`config.mk`:
```
export PLATFORM = sky130hd
export DESIGN_NAME = pipe_chain_flat
export DESIGN_NICKNAME = d
export VERILOG_FILES = /design/src/rtl/pipe_chain_if.sv /design/src/rtl/pipe_chain.sv /design/src/flat_wrapper.sv
export SDC_FILE = /design/constraint.sdc
export NUM_CORES = 1
export LEC_CHECK = 0
export ABC_CLOCK_PERIOD_IN_PS = 3800
export CORE_AREA = 2 2 63 65
export CTS_CLUSTER_DIAMETER = 80
export CTS_CLUSTER_SIZE = 28
export DETAILED_ROUTE_END_ITERATION = 16
export DIE_AREA = 0 0 65 67
export PLACE_DENSITY = 0.66
export SLEW_MARGIN = 20
export SYNTH_ARGS = -nofsm -noshare
export SYNTH_HDL_FRONTEND = slang
export SYNTH_SLANG_ARGS = --single-unit
```
`constraint.sdc`:
```
create_clock -name clk -period 3.8 [get_ports clk]
set_clock_uncertainty 0.15 [all_clocks]
set_input_delay 0.57 -clock clk [delete_from_list [all_inputs] [get_ports clk]]
set_output_delay 0.57 -clock clk [all_outputs]
set_load 0.03 [all_outputs]
```
`src/rtl/pipe_chain_if.sv`:
```
// Handshake bundle for pipe_chain: the upstream beat with its mask flag,
// and the downstream beat with its ready.
interface pipe_chain_if #(
  parameter int WIDTH = 8
);
  logic             in_valid;
  logic             in_ready;
  logic [WIDTH-1:0] in_data;
  logic             mask_en;
  logic             out_valid;
  logic             out_ready;
  logic [WIDTH-1:0] out_data;

  // Side that produces input beats and consumes output beats
  modport master (
    output in_valid, in_data, mask_en, out_ready,
    input  in_ready, out_valid, out_data
  );

  // The pipeline itself
  modport slave (
    input  in_valid, in_data, mask_en, out_ready,
    output in_ready, out_valid, out_data
  );
endinterface

```
`src/rtl/pipe_chain.sv`:
```
// pipe_chain: a STAGES-deep chain of valid/data registers with a
// combinational ready path, optional per-beat masking at accept time,
// a synchronous flush and a registered occupancy counter.
module pipe_chain #(
  parameter int               WIDTH  = 8,
  parameter int               STAGES = 3,
  parameter logic [WIDTH-1:0] MASK   = WIDTH'(64'h5555_5555_5555_5555)
) (
  input  logic                         clk,
  input  logic                         rst_n,
  pipe_chain_if.slave                  bus,
  input  logic                         flush,
  output logic [$clog2(STAGES+1)-1:0]  occupancy
);

  localparam int OCC_W = $clog2(STAGES + 1);

  logic [STAGES:0]   adv;
  logic [STAGES-1:0] valid_reg;
  logic [WIDTH-1:0]  data_reg [STAGES];
  logic [WIDTH-1:0]  src_data [STAGES];
  logic              src_valid [STAGES];
  logic [OCC_W-1:0]  occ_reg;
  logic              accept;
  logic              deliver;

  // Ready ripples back from the output: a stage may advance if it is empty
  // or the stage after it is advancing.
  always_comb begin
    adv = '0;
    adv[STAGES] = bus.out_ready;
    for (int i = STAGES - 1; i >= 0; i--) begin
      adv[i] = !valid_reg[i] || adv[i + 1];
    end
  end

  assign bus.in_ready = adv[0] && !flush && rst_n;
  assign accept       = bus.in_valid && bus.in_ready;
  assign deliver      = valid_reg[STAGES-1] && bus.out_ready;

  // What each stage would load when it advances; the mask is applied here
  // so the decision travels with the beat.
  generate
    for (genvar gi = 0; gi < STAGES; gi++) begin : g_src
      if (gi == 0) begin : g_head
        assign src_data[gi]  = bus.mask_en ? (bus.in_data & MASK) : bus.in_data;
        assign src_valid[gi] = accept;
      end else begin : g_body
        assign src_data[gi]  = data_reg[gi-1];
        assign src_valid[gi] = valid_reg[gi-1];
      end
    end
  endgenerate

  // Stage registers: valid bits honour flush; data only moves with a valid beat
  always_ff @(posedge clk or negedge rst_n) begin
    if (!rst_n) begin
      valid_reg <= '0;
      for (int i = 0; i < STAGES; i++) begin
        data_reg[i] <= '0;
      end
    end else begin
      for (int i = 0; i < STAGES; i++) begin
        if (flush) begin
          valid_reg[i] <= 1'b0;
        end else if (adv[i]) begin
          valid_reg[i] <= src_valid[i];
        end
        if (adv[i] && src_valid[i]) begin
          data_reg[i] <= src_data[i];
        end
      end
    end
  end

  // Occupancy tracks accepts and deliveries; flush empties the chain
  always_ff @(posedge clk or negedge rst_n) begin
    if (!rst_n) begin
      occ_reg <= '0;
    end else if (flush) begin
      occ_reg <= '0;
    end else if (accept && !deliver) begin
      occ_reg <= occ_reg + OCC_W'(1);
    end else if (deliver && !accept) begin
      occ_reg <= occ_reg - OCC_W'(1);
    end
  end

  assign bus.out_valid = valid_reg[STAGES-1];
  assign bus.out_data  = data_reg[STAGES-1];
  assign occupancy     = occ_reg;

endmodule

```
`src/flat_wrapper.sv`:
```
// flat-port wrapper written by rule: the top's interface ports become plain ports
module pipe_chain_flat 
#(
  parameter int               WIDTH  = 8,
  parameter int               STAGES = 3,
  parameter logic [WIDTH-1:0] MASK   = WIDTH'(64'h5555_5555_5555_5555)
)
  (clk, rst_n, flush, occupancy, bus_in_valid, bus_in_data, bus_mask_en, bus_out_ready, bus_in_ready, bus_out_valid, bus_out_data);
  pipe_chain_if #(.WIDTH(WIDTH)) bus_i ();
  input  logic clk;
  input  logic rst_n;
  input  logic flush;
  output logic [$clog2(STAGES+1)-1:0] occupancy;
  input wire logic [$bits(bus_i.in_valid)-1:0] bus_in_valid;
  input wire logic [$bits(bus_i.in_data)-1:0] bus_in_data;
  input wire logic [$bits(bus_i.mask_en)-1:0] bus_mask_en;
  input wire logic [$bits(bus_i.out_ready)-1:0] bus_out_ready;
  output wire logic [$bits(bus_i.in_ready)-1:0] bus_in_ready;
  output wire logic [$bits(bus_i.out_valid)-1:0] bus_out_valid;
  output wire logic [$bits(bus_i.out_data)-1:0] bus_out_data;
  assign bus_i.in_valid = bus_in_valid;
  assign bus_i.in_data = bus_in_data;
  assign bus_i.mask_en = bus_mask_en;
  assign bus_i.out_ready = bus_out_ready;
  assign bus_in_ready = bus_i.in_ready;
  assign bus_out_valid = bus_i.out_valid;
  assign bus_out_data = bus_i.out_data;
  pipe_chain #(.WIDTH(WIDTH), .STAGES(STAGES), .MASK(MASK)) u_core (.clk(clk), .rst_n(rst_n), .bus(bus_i), .flush(flush), .occupancy(occupancy));
endmodule
```
==> results.ini, run 1 <==
[route]
wl_um=2190
vias_per_cell=4.38
remaining_drc_errors=0
dr.first_iter.drc_count=31
dr.pass1.iters=2
wl_met3_um=74
met2_length_um=1110
wl_met1_um=986
dr.max_layer_used=met4
via_count=740
drtAntennaViolNets=0
detail_route.wl_per_cell_um=13.0

[place]
dp.cells=161
port_buffers=25
place.detailed.hpwl_um=1620
pre_cts_ws_ps=926
gp_congestion=0.788

[cts]
root_buffer=clkbuf_8
cts_buffers=5
clock_latency_ps=270
clk_path_buf_depth=2
cts_setup_buffers=0
cts_sinks=29
ctsHoldBuffers=0
cts.repair.resized=0
htreeDepth=2
cts_tree=built
clkSlewWorstSetupHoldPaths_ps=60

[timing]
slew_headroom_pct=72.4
fmax_mhz=347
finalMaxSlewViolations=0
hold_viol=0
tns_ps=0
period_needed_ps=2880
fin_crit_sh_pct=75.9
setup_ws_ps=916
rsz0062_at_grt=no
setup_viol=0
tightest_slew_ps=414

[critical_path]
required_ps=3080
end_kind=primary output
crit_top_cell=clkdlybuf4s50_1
cp_slowest_cell=clkdlybuf4s50_1
worstPathArrival_ps=2160
path_buf_inv=2
cp_slowest_stage_delay_ps=700
crit_chain=clkdlybuf4s50_1, and4b_4, nor3b_1, clkdlybuf4s50_1
worstPathMaxFanout=3
cp-start-kind=primary input
critPathTopFamily=buffers and inverters
path_class=primary input to primary output

[layout]
syn2layout_area_growth_pct=26.5
seq_area_um2=726
fillCellCount=340
layout-drive-gt1-share_pct=26.4
antenna_cells=0
final_cells=169
largest_register_ffs=16
fin_nets=134
multi_input_area_um2=428

[yosys]
ys_seq_area_share_pct=57.9
synthDistinctLibCells=20
ys_warn_count=0
avgSynthCellArea_um2=13.0
syn_nets=110
synth-seq-cells=29
synth_area_mm2=0.00125
netlist_instances=96

[grt]
grt_pass1_wl_um=3730
grt_antenna_before_repair=0
grt_use_total_pct=11.9
grt-ovfl-total=0
first_global_vias=785
grt_max_degree=19

[power]
peakVddDrop_mv=0.156
pwr-share-clk_pct=25.4
p_total_w=0.000913
powerDensity_mw_per_mm2=576
p_comb_share_pct=28.4
swShare_pct=29.5
pwr-share-seq_pct=46.2
p_leak_nw=0.684
p_int_w=0.000644
p_sw_w=0.000269

[floorplanning]
die_area_mm2=0.00436
initial_core_util_pct=34.7
die_y_um=67
coreArea_mm2=0.00361
rows=22
pin_count=26
dieWidth_um=65

[job]
maxCapViolCount=0

[hold_path]
worstHoldPathType=register to register

[outcome]
status=finished clean

kinds of logic (layout without fill, tap and decap cells):
logic type	after synthesis	count (layout)	synth area share [%]
DFF	29	29	57.9
muxes	22	22	19.7
and+or+nand+nor	22	22	10.7
buffers and inverters	15	40	7.89
AOI/OAI and AO/OA	6	6	2.40
xor gates and xnor gates	2	2	1.40
Yosys cell counts (all sizes together):
library cell,count,area [um2]
dfrtp,29,726
mux2,21,236
buf,11,83.8
nor2,7,26.3
inv,4,15.0
nand2,4,15.0
nand3b,4,30.0
o21ai,4,20.0
a21oi,2,10.0
nor2b,2,12.5
xnor2,2,17.5
and2,1,6.26
and4b,1,13.8
mux2i,1,10.0
nand2b,1,6.26
nor3,1,16.3
nor3b,1,7.51
path summary, 6_finish.rpt:
| kind | endpoint | depth (start not counted) | slack (ps) | start |
|---|---|---|---|---|
| hold reg to reg | u_core.bus.out_data[7] | 1 | 350 | u_core.data_reg[15] |
| hold / removal | u_core.bus.out_data[7] | 1 | 350 | u_core.data_reg[15] |
| setup reg to reg | u_core.occupancy[1] | 5 | 1950 | u_core.valid_reg[1] |
| setup / recovery | bus_in_ready | 4 | 920 | bus_out_ready |
| min in group asynchronous | u_core.data_reg[12] | 2 | 580 | rst_n |
| max in group asynchronous | u_core.bus.out_data[5] | 2 | 2720 | rst_n |
power by group through the flow:
stage / registers [W] / clock network [W] / logic [W]
after floorplan: 0.000419 / 0 / 0.000206
after global placement: 0.000424 / 0 / 0.000256
after detailed placement: 0.000429 / 0 / 0.000263
after CTS: 0.000424 / 0.000243 / 0.000264
after global routing: 0.000434 / 0.000256 / 0.000276
final: 0.000422 / 0.000232 / 0.000259
layout by cell type, fill, tap and decap left out, drive strengths merged, types with 2 or more instances in the layout:
cell            n
buf             3
clkinv          2
clkdlybuf4s50  25
inv             4
dfrtp          29
clkbuf          6
a21oi           2
o21ai           4
xnor2           2
mux2           21
nor2b           2
nor2            7
nand3b          4
nand2           4
through the flow:
stage | area [um2] | hold WS [ps] | utilization (%)
floorplan | 1250 | 124 | -
global placement | 1500 | 333 | 41.6
detailed placement | 1500 | 340 | 41.6
CTS | 1580 | 353 | 43.9
global route | 1580 | 367 | 43.9
finish | 1580 | 350 | 43.9
layer usage:
metal,up-vias,track usage [%]
met3,2,5.24
met2,16,18.6
met4,0,4.79
met5,-,0
met1,363,14.3
li1,359,-
layout make-up:
class / instances / area share, %
Clock buffer: 6 / 4.58
Timing Repair Buffer: 28 / 17.2
Clock inverter: 2 / 0.632
Sequential cell: 29 / 45.8
Multi-Input combinational cell: 52 / 27.0
Inverter: 4 / 0.948
Tap cell: 48 / 3.79
Note: power is estimated with default switching activity, not from simulation.
==> run 2: changes to the inputs <==
--- a/config.mk
+++ b/config.mk
@@ -5,13 +5,13 @@
 export SDC_FILE = /design/constraint.sdc
 export NUM_CORES = 1
 export LEC_CHECK = 0
-export ABC_CLOCK_PERIOD_IN_PS = 3800
+export ABC_CLOCK_PERIOD_IN_PS = 2400
 export CORE_AREA = 2 2 63 65
 export CTS_CLUSTER_DIAMETER = 80
 export CTS_CLUSTER_SIZE = 28
 export DETAILED_ROUTE_END_ITERATION = 16
 export DIE_AREA = 0 0 65 67
-export PLACE_DENSITY = 0.66
+export PLACE_DENSITY = 0.68
 export SLEW_MARGIN = 20
 export SYNTH_ARGS = -nofsm -noshare
 export SYNTH_HDL_FRONTEND = slang
==> constraint.sdc (replaced) <==
create_clock -name clk -period 2.4 [get_ports clk]
set_clock_uncertainty 0.15 [all_clocks]
set_input_delay 0.36 -clock clk [delete_from_list [all_inputs] [get_ports clk]]
set_output_delay 0.36 -clock clk [all_outputs]
set_load 0.03 [all_outputs]
==> results.ini, run 2 (synthesis gave the netlist of run 1 again) <==
[outcome]
status=finished clean

[timing]
setup_ws_ps=334
tightest_slew_ps=478
setup_viol=0
fmax_mhz=484
hold_viol=0
tns_ps=0
period_needed_ps=2070
finalMaxSlewViolations=0
fin_crit_sh_pct=86.1
slew_headroom_pct=68.1
rsz0062_at_grt=no

[critical_path]
worstPathArrival_ps=1560
reg2reg_slack_ps=680
cp_slowest_stage_delay_ps=540
cp-start-kind=primary input
required_ps=1890
worstPathMaxFanout=10
crit_top_cell=buf_4
end_kind=primary output
cp_slowest_cell=clkdlybuf4s50_1
crit_chain=clkdlybuf4s50_1, buf_4, nor3b_1, buf_4
path_class=primary input to primary output

[cts]
ctsHoldBuffers=0
clkSlewWorstSetupHoldPaths_ps=60
cts_sinks=29
cts_setup_buffers=0
cts_tree=built
root_buffer=clkbuf_8
cts_buffers=5
clk_path_buf_depth=2
clock_latency_ps=270
htreeDepth=2
cts.repair.resized=0

[power]
powerDensity_mw_per_mm2=916
peakVddDrop_mv=0.269
swShare_pct=29.9
pwr-share-seq_pct=45.9
p_leak_nw=0.685
p_int_w=0.00102
p_comb_share_pct=28.0
p_sw_w=0.000434
pwr-share-clk_pct=26.1

[layout]
fin_util_pct=44.0
syn2layout_area_growth_pct=26.6
antenna_cells=0
fillCellCount=340
layout-drive-gt1-share_pct=28.1
fin_nets=134
seq_area_um2=726
mostFrequentLayoutCells=dfrtp_1 (29), clkdlybuf4s50_1 (24), mux2_2 (20)
layout_commonest_cell=dfrtp_1
multi_input_area_um2=428
stdcell_area_mm2=0.00159
largest_register_ffs=16

[route]
vias_per_cell=4.49
via_count=759
detail_route.wl_per_cell_um=12.6
dr.pass1.iters=3
wl_um=2140
drtAntennaViolNets=0
remaining_drc_errors=0
dr.first_iter.drc_count=30

[place]
place_area_mm2=0.00150
gp_congestion=0.719
port_buffers=25
place.detailed.hpwl_um=1560
pre_cts_ws_ps=267

[grt]
grt-ovfl-total=0
grt_antenna_before_repair=0
grt_use_total_pct=10.7
grt_max_degree=22
grt_pass1_wl_um=3290
first_global_vias=710

[hold_path]
worstHoldPathType=primary input to async pin

[floorplanning]
pin_count=26
initial_core_util_pct=34.7
coreArea_mm2=0.00361
dieWidth_um=65
die_y_um=67
rows=22
die_area_mm2=0.00436

[job]
maxCapViolCount=0

run 2: area by class of cell:
type	count	area share, %
clock buffers	5	4.34
clock inverters	3	1.10
inverters	4	0.947
multi-input cells	52	27.0
well taps	48	3.79
flip-flops and latches	29	45.8
repair buffers	28	17.0
run 2: path summary, 6_finish.rpt:
check / startpoint / end / cells past startpoint
min in group clk: u_core.data_reg[12] / u_core.bus.out_data[4] / 1
min reg2reg: u_core.data_reg[12] / u_core.bus.out_data[4] / 1
min: rst_n / u_core.data_reg[10] / 2
max reg2reg: u_core.valid_reg[2] / u_core.bus.out_data[6] / 3
max: rst_n / bus_in_ready / 4
max in group asynchronous: rst_n / u_core.bus.out_data[7] / 2
run 2: layer usage:
metal	global-route usage [%]	vias to the layer above	share of wire (%)
li1	-	365	-
met1	12.4	370	44
met2	17.0	20	49
met3	3.72	4	4.5
met4	6.38	0	1.7
met5	0	-	0
run 2: power by group through the flow:
stage	clock network [W]	registers (W)	logic, W
floorplan	0	0.000663	0.000325
global placement	0	0.000671	0.000404
detailed placement	0	0.000679	0.000411
CTS	0.000393	0.000671	0.000412
global route	0.000418	0.000682	0.000430
finish	0.000379	0.000667	0.000406
run 2: per-stage QoR:
stage / power [W] / cells / hold WS, ps
6_report: 0.00145 / 169 / 341
4_1_cts: 0.00148 / 169 / 320
2_1_floorplan: 0.000989 / 96 / -85.6
3_3_place_gp: 0.00108 / 161 / 334
5_1_grt: 0.00153 / 169 / 331
3_5_place_dp: 0.00109 / 161 / 344
run 2: critical path: cells and delay by family:
| family | cells | cell delay [ps] |
|---|---|---|
| buffers and inverters | 3 | 950 |
| AND/OR/NAND/NOR | 1 | 240 |
